**src/rtl/eth_rx_fcs_check.sv**
```systemverilog
// rtl/eth_rx_fcs_check.sv - MII receive framer with nibble-wide CRC-32 FCS check
// Strips preamble/SFD and the trailing FCS, emits payload bytes and one status pulse per frame.

module crc32_4bit (
   input  logic [31:0] i_crc,
   input  logic [3:0]  i_nibble,
   output logic [31:0] o_crc
);
   localparam logic [31:0] POLY = 32'hEDB88320;

   logic [31:0] w_c;

   always_comb begin
      w_c = i_crc ^ {28'd0, i_nibble};
      for (int i = 0; i < 4; i++) begin
         w_c = w_c[0] ? ((w_c >> 1) ^ POLY) : (w_c >> 1);
      end
      o_crc = w_c;
   end
endmodule

module eth_rx_fcs_check (
   input  logic        i_clk,
   input  logic        i_reset,
   input  logic        i_in_en,
   input  logic        i_in_dv,
   input  logic        i_in_er,
   input  logic [3:0]  i_in_nibble,
   output logic        o_out_valid,
   output logic [7:0]  o_out_data,
   output logic        o_frame_done,
   output logic        o_frame_ok,
   output logic        o_crc_err,
   output logic        o_align_err,
   output logic        o_rx_err,
   output logic        o_runt,
   output logic        o_too_long,
   output logic [10:0] o_byte_count
);
   localparam logic [31:0] CRC_RESIDUE = 32'hDEBB20E3;
   localparam logic [10:0] MIN_BYTES   = 11'd64;
   localparam logic [10:0] MAX_BYTES   = 11'd1522;
   localparam logic [10:0] BYTES_SAT   = 11'd2047;
   localparam logic [10:0] FCS_BYTES   = 11'd4;

   typedef enum logic [1:0] {
      ST_IDLE,
      ST_PREAMBLE,
      ST_DATA,
      ST_DROP
   } state_t;

   state_t      r_state;
   state_t      w_next;
   logic        w_sfd;
   logic        w_nib;
   logic        w_eof;

   logic [31:0] r_crc;
   logic [31:0] w_crc_next;
   logic        r_phase;
   logic [3:0]  r_low;
   logic [10:0] r_bytes;
   logic [31:0] r_dl;
   logic [2:0]  r_dl_cnt;
   logic        r_rx_err;

   logic        w_crc_err;
   logic        w_runt;
   logic        w_too_long;
   logic        w_rx_err;
   logic [10:0] w_count;

   crc32_4bit u_crc (
      .i_crc    (r_crc),
      .i_nibble (i_in_nibble),
      .o_crc    (w_crc_next)
   );

   always_ff @(posedge i_clk) begin
      if (i_reset) begin
         r_state <= ST_DROP;
      end else begin
         r_state <= w_next;
      end
   end

   always_comb begin
      w_next = r_state;
      w_sfd  = 1'b0;
      w_nib  = 1'b0;
      w_eof  = 1'b0;
      if (i_in_en) begin
         case (r_state)
            ST_IDLE: begin
               if (i_in_dv) begin
                  w_next = (i_in_nibble == 4'h5) ? ST_PREAMBLE : ST_DROP;
               end
            end
            ST_PREAMBLE: begin
               if (!i_in_dv) begin
                  w_next = ST_IDLE;
               end else if (i_in_nibble == 4'hD) begin
                  w_next = ST_DATA;
                  w_sfd  = 1'b1;
               end else if (i_in_nibble != 4'h5) begin
                  w_next = ST_DROP;
               end
            end
            ST_DATA: begin
               if (i_in_dv) begin
                  w_nib = 1'b1;
               end else begin
                  w_next = ST_IDLE;
                  w_eof  = 1'b1;
               end
            end
            default: begin
               if (!i_in_dv) begin
                  w_next = ST_IDLE;
               end
            end
         endcase
      end
   end

   // Verdict is formed from the state as it stands on the in_dv=0 nibble.
   always_comb begin
      w_crc_err  = (r_crc != CRC_RESIDUE);
      w_runt     = (r_bytes < MIN_BYTES);
      w_too_long = (r_bytes > MAX_BYTES);
      w_rx_err   = r_rx_err | i_in_er;
      w_count    = (r_bytes < FCS_BYTES) ? 11'd0 : (r_bytes - FCS_BYTES);
   end

   always_ff @(posedge i_clk) begin
      if (i_reset) begin
         r_crc        <= 32'hFFFFFFFF;
         r_phase      <= 1'b0;
         r_low        <= 4'd0;
         r_bytes      <= 11'd0;
         r_dl         <= 32'd0;
         r_dl_cnt     <= 3'd0;
         r_rx_err     <= 1'b0;
         o_out_valid  <= 1'b0;
         o_out_data   <= 8'd0;
         o_frame_done <= 1'b0;
         o_frame_ok   <= 1'b0;
         o_crc_err    <= 1'b0;
         o_align_err  <= 1'b0;
         o_rx_err     <= 1'b0;
         o_runt       <= 1'b0;
         o_too_long   <= 1'b0;
         o_byte_count <= 11'd0;
      end else begin
         o_out_valid  <= 1'b0;
         o_frame_done <= 1'b0;

         if (w_sfd) begin
            r_crc    <= 32'hFFFFFFFF;
            r_phase  <= 1'b0;
            r_bytes  <= 11'd0;
            r_dl_cnt <= 3'd0;
            r_rx_err <= 1'b0;
         end

         if (w_nib) begin
            r_crc   <= w_crc_next;
            r_phase <= ~r_phase;
            if (i_in_er) begin
               r_rx_err <= 1'b1;
            end
            if (!r_phase) begin
               r_low <= i_in_nibble;
            end else begin
               if (r_bytes != BYTES_SAT) begin
                  r_bytes <= r_bytes + 11'd1;
               end
               // Four-byte delay line holds back what may turn out to be the FCS.
               r_dl <= {r_dl[23:0], i_in_nibble, r_low};
               if (r_dl_cnt == 3'd4) begin
                  o_out_valid <= 1'b1;
                  o_out_data  <= r_dl[31:24];
               end else begin
                  r_dl_cnt <= r_dl_cnt + 3'd1;
               end
            end
         end

         if (w_eof) begin
            r_dl_cnt     <= 3'd0;
            o_frame_done <= 1'b1;
            o_crc_err    <= w_crc_err;
            o_align_err  <= r_phase;
            o_rx_err     <= w_rx_err;
            o_runt       <= w_runt;
            o_too_long   <= w_too_long;
            o_byte_count <= w_count;
            o_frame_ok   <= ~(w_crc_err | r_phase | w_rx_err | w_runt | w_too_long);
         end
      end
   end
endmodule

```
**config.mk**
```make
export PLATFORM = sky130hd
export DESIGN_NAME = eth_rx_fcs_check
export DESIGN_NICKNAME = d
export VERILOG_FILES = /design/src/rtl/eth_rx_fcs_check.sv
export SDC_FILE = /design/constraint.sdc
export NUM_CORES = 1
export LEC_CHECK = 0
export ABC_CLOCK_PERIOD_IN_PS = 4050
export BUFFER_PORTS_ARGS = -buffer_cell sky130_fd_sc_hd__buf_2
export CORE_UTILIZATION = 30
export CTS_CLUSTER_SIZE = 16
export DETAILED_ROUTE_END_ITERATION = 8
export PLACE_DENSITY = 0.53
export SYNTH_ARGS = -nofsm -noshare
export SYNTH_HDL_FRONTEND = slang
export SYNTH_HIERARCHICAL = 1
export SYNTH_SLANG_ARGS = --single-unit
```
**constraint.sdc**
```tcl
create_clock -name i_clk -period 4.05 [get_ports i_clk]
set_input_delay 0.2025 -clock i_clk [delete_from_list [all_inputs] [get_ports i_clk]]
set_output_delay 0.2025 -clock i_clk [all_outputs]
set_load 0.005 [all_outputs]
```
==> results of run 1 <==
per-layer routing:
layer | vias to the layer above | routed length [microns] | part of all wire (%)
met5 | - | 8 | 0.072
met4 | 2 | 162 | 1.5
met3 | 16 | 479 | 4.3
met2 | 63 | 5200 | 47
met1 | 1791 | 5240 | 47
li1 | 1878 | - | -
synthesized netlist by cell type, drive strengths merged (4+ instances only):
library cell / count / area (sq um)
and2: 5 / 31.3
o31ai: 4 / 30.0
ha: 5 / 62.6
nor2b: 6 / 37.5
nand2: 95 / 359
inv: 10 / 37.5
nand4b: 4 / 35.0
xnor2: 19 / 181
o2111ai: 4 / 35.0
nand4: 7 / 50.1
nor4: 5 / 52.6
a21oi: 39 / 195
mux2i: 13 / 130
o211ai: 5 / 37.5
xnor3: 25 / 563
nor3: 4 / 20.0
o22a: 32 / 280
dfxtp: 113 / 2260
clkbuf: 15 / 58.8
nand3: 7 / 35.0
xor2: 5 / 70.1
buf: 32 / 218
nor2: 19 / 73.8
a22o: 5 / 43.8
or3: 4 / 25.0
o21ai: 16 / 95.1
state kept, by name (all words and copies together), names as in the netlist:
signal / count
o_align_err: 1
o_byte_count: 11
o_crc_err: 1
o_frame_done: 1
o_frame_ok: 1
o_out_data: 8
o_out_valid: 1
o_runt: 1
o_rx_err: 1
o_too_long: 1
r_bytes: 11
r_crc: 32
r_dl: 32
r_dl_cnt: 3
r_low: 4
r_phase: 1
r_rx_err: 1
r_state: 2
worst max-delay path: stages, from the launching register on:
cell      delay, ns
dfxtp_1        0.35
and4b_1        0.40
nand2_2        0.49
o311ai_0       0.51
a21oi_1        0.13
power by group:
group / switching, W / internal (W)
Clock: 0.000531 / 0.000855
Sequential: 0.0000101 / 0.00112
Combinational: 0.0000719 / 0.0000835
Total: 0.000613 / 0.00206
metrics by stage:
| stage | cell area (sq um) | hold WS (ns) | setup WS, ns | power (W) |
|---|---|---|---|---|
| final | 6060 | 0.0558 | 2.01 | 0.00267 |
| after CTS | 6050 | 0.0406 | 2.01 | 0.00271 |
| after global routing | 6060 | 0.0441 | 1.80 | 0.00278 |
| after global placement | 5500 | 0.437 | 2.06 | 0.00131 |
| after floorplan | 5290 | 0.327 | 2.47 | 0.00128 |
| after detailed placement | 5500 | 0.443 | 2.04 | 0.00131 |
kinds of logic (layout without fill, tap and decap cells):
family	after synthesis	in the layout	share of synthesized area [%]
muxes	13	13	2.46
and+or+nand+nor	172	172	16.1
xor gates and xnor gates	49	49	15.4
buffers and inverters	57	80	5.94
adders and majority gates	5	5	1.18
DFF	113	113	42.8
other	0	1	0
AOI/OAI and AO/OA	119	119	16.2
final cells by class:
cell class | instances | area [sq um]
multi-input cells | 358 | 2710
inverters | 10 | 37.5
flip-flops and latches | 113 | 2260
clock inverters | 12 | 111
well taps | 225 | 282
diodes | 1 | 2.50
clock buffers | 19 | 443
repair buffers | 39 | 205
fillers | 1762 | 11200
worst min-delay path by stage:
stage / startpoint / endpoint / slack, ns / depth (start not counted)
floorplan: i_in_er / o_rx_err$_SDFFE_PP0P_ / 0.33 / 2
global placement: o_byte_count[5]$_SDFFE_PP0P_ / o_byte_count[5]$_SDFFE_PP0P_ / 0.44 / 2
detailed placement: o_byte_count[7]$_SDFFE_PP0P_ / o_byte_count[7]$_SDFFE_PP0P_ / 0.44 / 2
CTS: i_in_er / o_rx_err$_SDFFE_PP0P_ / 0.04 / 3
global route: i_in_er / o_rx_err$_SDFFE_PP0P_ / 0.04 / 3
finish: i_in_er / o_rx_err$_SDFFE_PP0P_ / 0.06 / 3
layout by cell type, fill, tap and decap left out, types with 7 or more instances in the layout:
cell / count
dfxtp_1: 113
nand2_1: 94
a21oi_1: 39
buf_2: 35
o22a_1: 32
xnor3_1: 25
nor2_1: 18
xnor2_1: 17
clkbuf_16: 17
mux2i_1: 13
o21ai_0: 12
inv_1: 10
nand3_1: 7
==> run_results.csv, run 1 <==
group,metric,value,unit
outcome,status,"completed",
setup_path,crit_end,"r_bytes[4]$_SDFF_PP0_",
routing,wl_per_cell,14.3,microns
grt,antenna_found_initial,2,
power_and_ir_drop,peakVddDrop,280,uV
clocking,cts_max_level,4,
finish,instances_no_fill,777,
grt,grt_util_met2,20.8,%
setup_path,timing.rr.end,"r_bytes[4]$_SDFF_PP0_",
floorplan,die_width,135,microns
grt,grt_max_degree,65,
timing,worstMarginPinSlew,1.15,ns
setup_path,crit_start,"r_state[0]$_SDFFE_PP1P_",
job,max_cap_violations,0,
clocking,cts_buffers,17,
grt,grt_use_total,13.2,%
clocking,clk_pin_slew,0.05,ns
synthesis,ys_seq_area_share,42.8,%
clocking,hold_buffers,0,
power_and_ir_drop,p_leak,2.48,nW
setup_path,cp.arrival,2.30,ns
setup_path,startpoint_type,"flip-flop",
synthesis,ys_types,62,
timing,drv_slew,0,
floorplan,ios,36,
finish,syn_to_final_growth,14.5,%
grt,met1_usage,16.1,%
floorplan,start_util,30.7,%
clocking,insertion_delay,0.42,ns
grt,grt_pass1_wl,18500,microns
synthesis,syn_inst,528,
grt,use_met3,4.69,%
timing,setup_viol,0,
grt,grt_remaining_overflow,0,
synthesis,synth_seq_cells,113,
clocking,clock-root-buffer,"clkbuf_16",
place,place_congestion,0.773,
synthesis,ys.flop_type,"dfxtp_1",
synthesis,synth-edff-count,0,
routing,drc_errors,0,
floorplan,core.rowCount,48,
timing,rsz0062_at_grt,"no",
finish,nets,553,
worst_hold_path,min_path_type,"in2reg",
place,portBuffers,35,
clocking,clk_path_buf_depth,2,
synthesis,syn_area,5290,sq um
setup_path,cp_max_fo,43,
grt,grt_pass1_vias,3681,
clocking,numClockSinks,113,
setup_path,r2r_slack,2.01,ns
finish,layout-drive-gt1-share,16.5,%
synthesis,synth_area_per_cell,10.0,sq um
timing,min_period,2.04,ns
routing,routed_via_density,4.83,
floorplan,coreArea,17200,sq um
routing,vias,3750,
place,dp.cells,745,
synthesis,yosys_warnings,6,
synthesis,synth_nets,542,
setup_path,cp-end-kind,"flip-flop",
finish,fin_util,35.1,%
floorplan,die-area,18200,sq um
setup_path,reg2regPathDepth,4,
setup_path,critical_path_class,"reg2reg",
floorplan,die_y,135,microns
setup_path,cp_data_required_time,4.32,ns
place,hpwl,7250,microns
timing,skew,0.00919,ns
timing,finalHoldViolations,0,
timing,setup_tns,0,ns
synthesis,synthArstFlopShare,0,%
routing,routed_wl,11100,microns
routing,antenna_left,0,
timing,period_share,50.3,%
grt,grt_busiest_layer,"met2",
routing,drt-initial-drc-count,233,
setup_path,reg2reg_from,"r_state[0]$_SDFFE_PP1P_",
power_and_ir_drop,cellPowerDensity,442,nW/um^2
timing,slew_headroom,23.3,%
routing,firstDrtPassIters,4,
clocking,cts_setup_buffers,0,
clocking,cts_tree,"done",
timing,fmax,491,MHz
clocking,cts_resized,0,
(Power assumes the default switching activity.)
==> run 2, diff against run 1 <==
Settings changed: ABC_CLOCK_PERIOD_IN_PS 4050 to 2100.
Clock period 4.05 ns to 2.1 ns, I/O delays scaled along.
==> run 2 against run 1 <==
Hold slack lost 0.016 ns; final area rose by 1.2%; sequential share of layout area down 0.44 points; die area unchanged; setup slack worse by 1.7 ns; sequential power rose by 93%; routed wire length shrank 1.2%; first-iteration DRC count rose by 1.3%.
==> run_results.csv, run 2 (synthesis gave the netlist of run 1 again) <==
group,metric,value,unit
clocking,cts_buffers,17,
grt,grt_remaining_overflow,0,
floorplan,core.rowCount,48,
place,place_ws,0.303,ns
setup_path,crit_start,"r_crc[0]$_SDFFE_PP1P_",
grt,grt_pass1_wl,18500,microns
routing,antenna_left,0,
timing,fmax,561,MHz
setup_path,r2r_slack,0.32,ns
outcome,status,"completed",
finish,syn_to_final_growth,15.9,%
clocking,cts_max_level,4,
grt,grt_pass1_vias,3657,
power_and_ir_drop,p_leak,2.55,nW
worst_hold_path,hp-start,"i_in_nibble[2]",
routing,routed_wl,11000,microns
timing,period_share,85.0,%
floorplan,die-area,18200,sq um
timing,min_period,1.78,ns
setup_path,cp_data_required_time,2.40,ns
power_and_ir_drop,p_comb_share,6.0,%
place,hpwl,7350,microns
routing,firstDrtPassIters,5,
place,portBuffers,35,
finish,final_common_cell,"dfxtp_1",
floorplan,die_width,135,microns
floorplan,ios,36,
setup_path,timing.rr.end,"r_crc[27]$_SDFFE_PP1P_",
grt,grt_max_degree,46,
setup_path,critical_path_class,"reg2reg",
timing,finalHoldViolations,0,
power_and_ir_drop,p_switching,0.00121,W
timing,setup_viol,0,
timing,worstMarginPinSlew,0.733,ns
routing,drc_errors,0,
clocking,cts_resized,0,
power_and_ir_drop,p_sw_share,23.4,%
timing,drv_slew,0,
clocking,numClockSinks,113,
setup_path,reg2regPathDepth,3,
worst_hold_path,hold_path_depth,3,
setup_path,cp-end-kind,"flip-flop",
floorplan,die_y,135,microns
timing,slew_headroom,51.1,%
power_and_ir_drop,seqPwrFrac,42.1,%
worst_hold_path,min_to,"r_dl[6]$_SDFFE_PP0N_",
finish,antennaDiodeCount,0,
clocking,insertion_delay,0.42,ns
power_and_ir_drop,p_total,0.00518,W
floorplan,coreArea,17200,sq um
worst_hold_path,min_path_type,"in2reg",
finish,mostFrequentLayoutCells,"dfxtp_1 (113), nand2_1 (94), a21oi_1 (39)",
power_and_ir_drop,clkPwrFrac,51.9,%
timing,skew,0.0170,ns
routing,wl_per_cell,13.9,microns
power_and_ir_drop,p_int,0.00397,W
clocking,clk_path_buf_depth,2,
routing,routed_via_density,4.85,
grt,grt_use_total,13.1,%
finish,reg.largest.list,"r_crc (32), r_dl (32)",
routing,vias,3811,
setup_path,cp.arrival,2.09,ns
floorplan,start_util,30.7,%
power_and_ir_drop,cellPowerDensity,845,nW/um^2
finish,nets,562,
clocking,clock-root-buffer,"clkbuf_16",
timing,fin_ws,0.316,ns
finish,layout-drive-gt1-share,18.0,%
clocking,cts_tree,"done",
setup_path,reg2reg_from,"r_crc[0]$_SDFFE_PP1P_",
finish,fin_util,35.6,%
setup_path,cp_max_fo,8,
place,place_congestion,0.775,
job,max_cap_violations,0,
setup_path,startpoint_type,"flip-flop",
routing,drt-initial-drc-count,236,
clocking,cts_setup_buffers,0,
clocking,clk_pin_slew,0.06,ns
power_and_ir_drop,peakVddDrop,591,uV
timing,rsz0062_at_grt,"no",
grt,antenna_found_initial,2,
timing,whs,0.0402,ns
timing,setup_tns,0,ns
-- run 2: cell type report --
class                           instances  area [sq um]
Sequential cell                       113          2260
Clock buffer                           17           425
Fill cell                            1718         11100
Clock inverter                         15           134
Inverter                               10          37.5
Timing Repair Buffer                   48           275
Multi-Input combinational cell        358          2710
Tap cell                              225           282
-- run 2: what timing repair did --
action                                  4_1_cts  5_1_grt
endpoints found under the setup margin        0        0
hold buffers                                  1        0
endpoints found under the hold margin         3        0
-- run 2: power groups by stage --
stage	sequential [W]	clock, W	combinational [W]
CTS	0.00218	0.00279	0.000312
detailed placement	0.00223	0	0.000309
global route	0.00219	0.00289	0.000334
finish	0.00218	0.00269	0.000309
global placement	0.00223	0	0.000305
floorplan	0.00222	0	0.000246
-- run 2: worst max path at each step --
stage                                    endpoint  slack (ns)  cells past startpoint
after floorplan             r_bytes[4]$_SDFF_PP0_        0.52                      6
after CTS                  r_crc[27]$_SDFFE_PP1P_        0.30                      3
final                      r_crc[27]$_SDFFE_PP1P_        0.32                      3
after global routing      o_frame_ok$_SDFFE_PP0P_        0.20                      4
after detailed placement   r_crc[27]$_SDFFE_PP1P_        0.30                      3
after global placement     r_crc[21]$_SDFFE_PP1P_        0.35                      3
-- run 2: critical path, cell delays in order (launching register included) --
cell and delay (ns):
dfxtp_1 0.64, xor2_2 0.41, xnor3_1 0.47, o22a_1 0.16
-- run 2: stage by stage --
stage,instances,area (sq um)
4_1_cts,786,6130
2_1_floorplan,528,5290
3_5_place_dp,753,5560
3_3_place_gp,753,5560
6_report,786,6130
5_1_grt,786,6130
-- run 2: layer usage --
layer	share of wire (%)	GRT usage (%)	up-vias	routed length [microns]
li1	-	-	1911	-
met1	48	16.4	1809	5280
met2	46	20.4	66	5000
met3	4.2	4.65	21	456
met4	1.8	5.68	4	195
met5	0.20	0	-	22
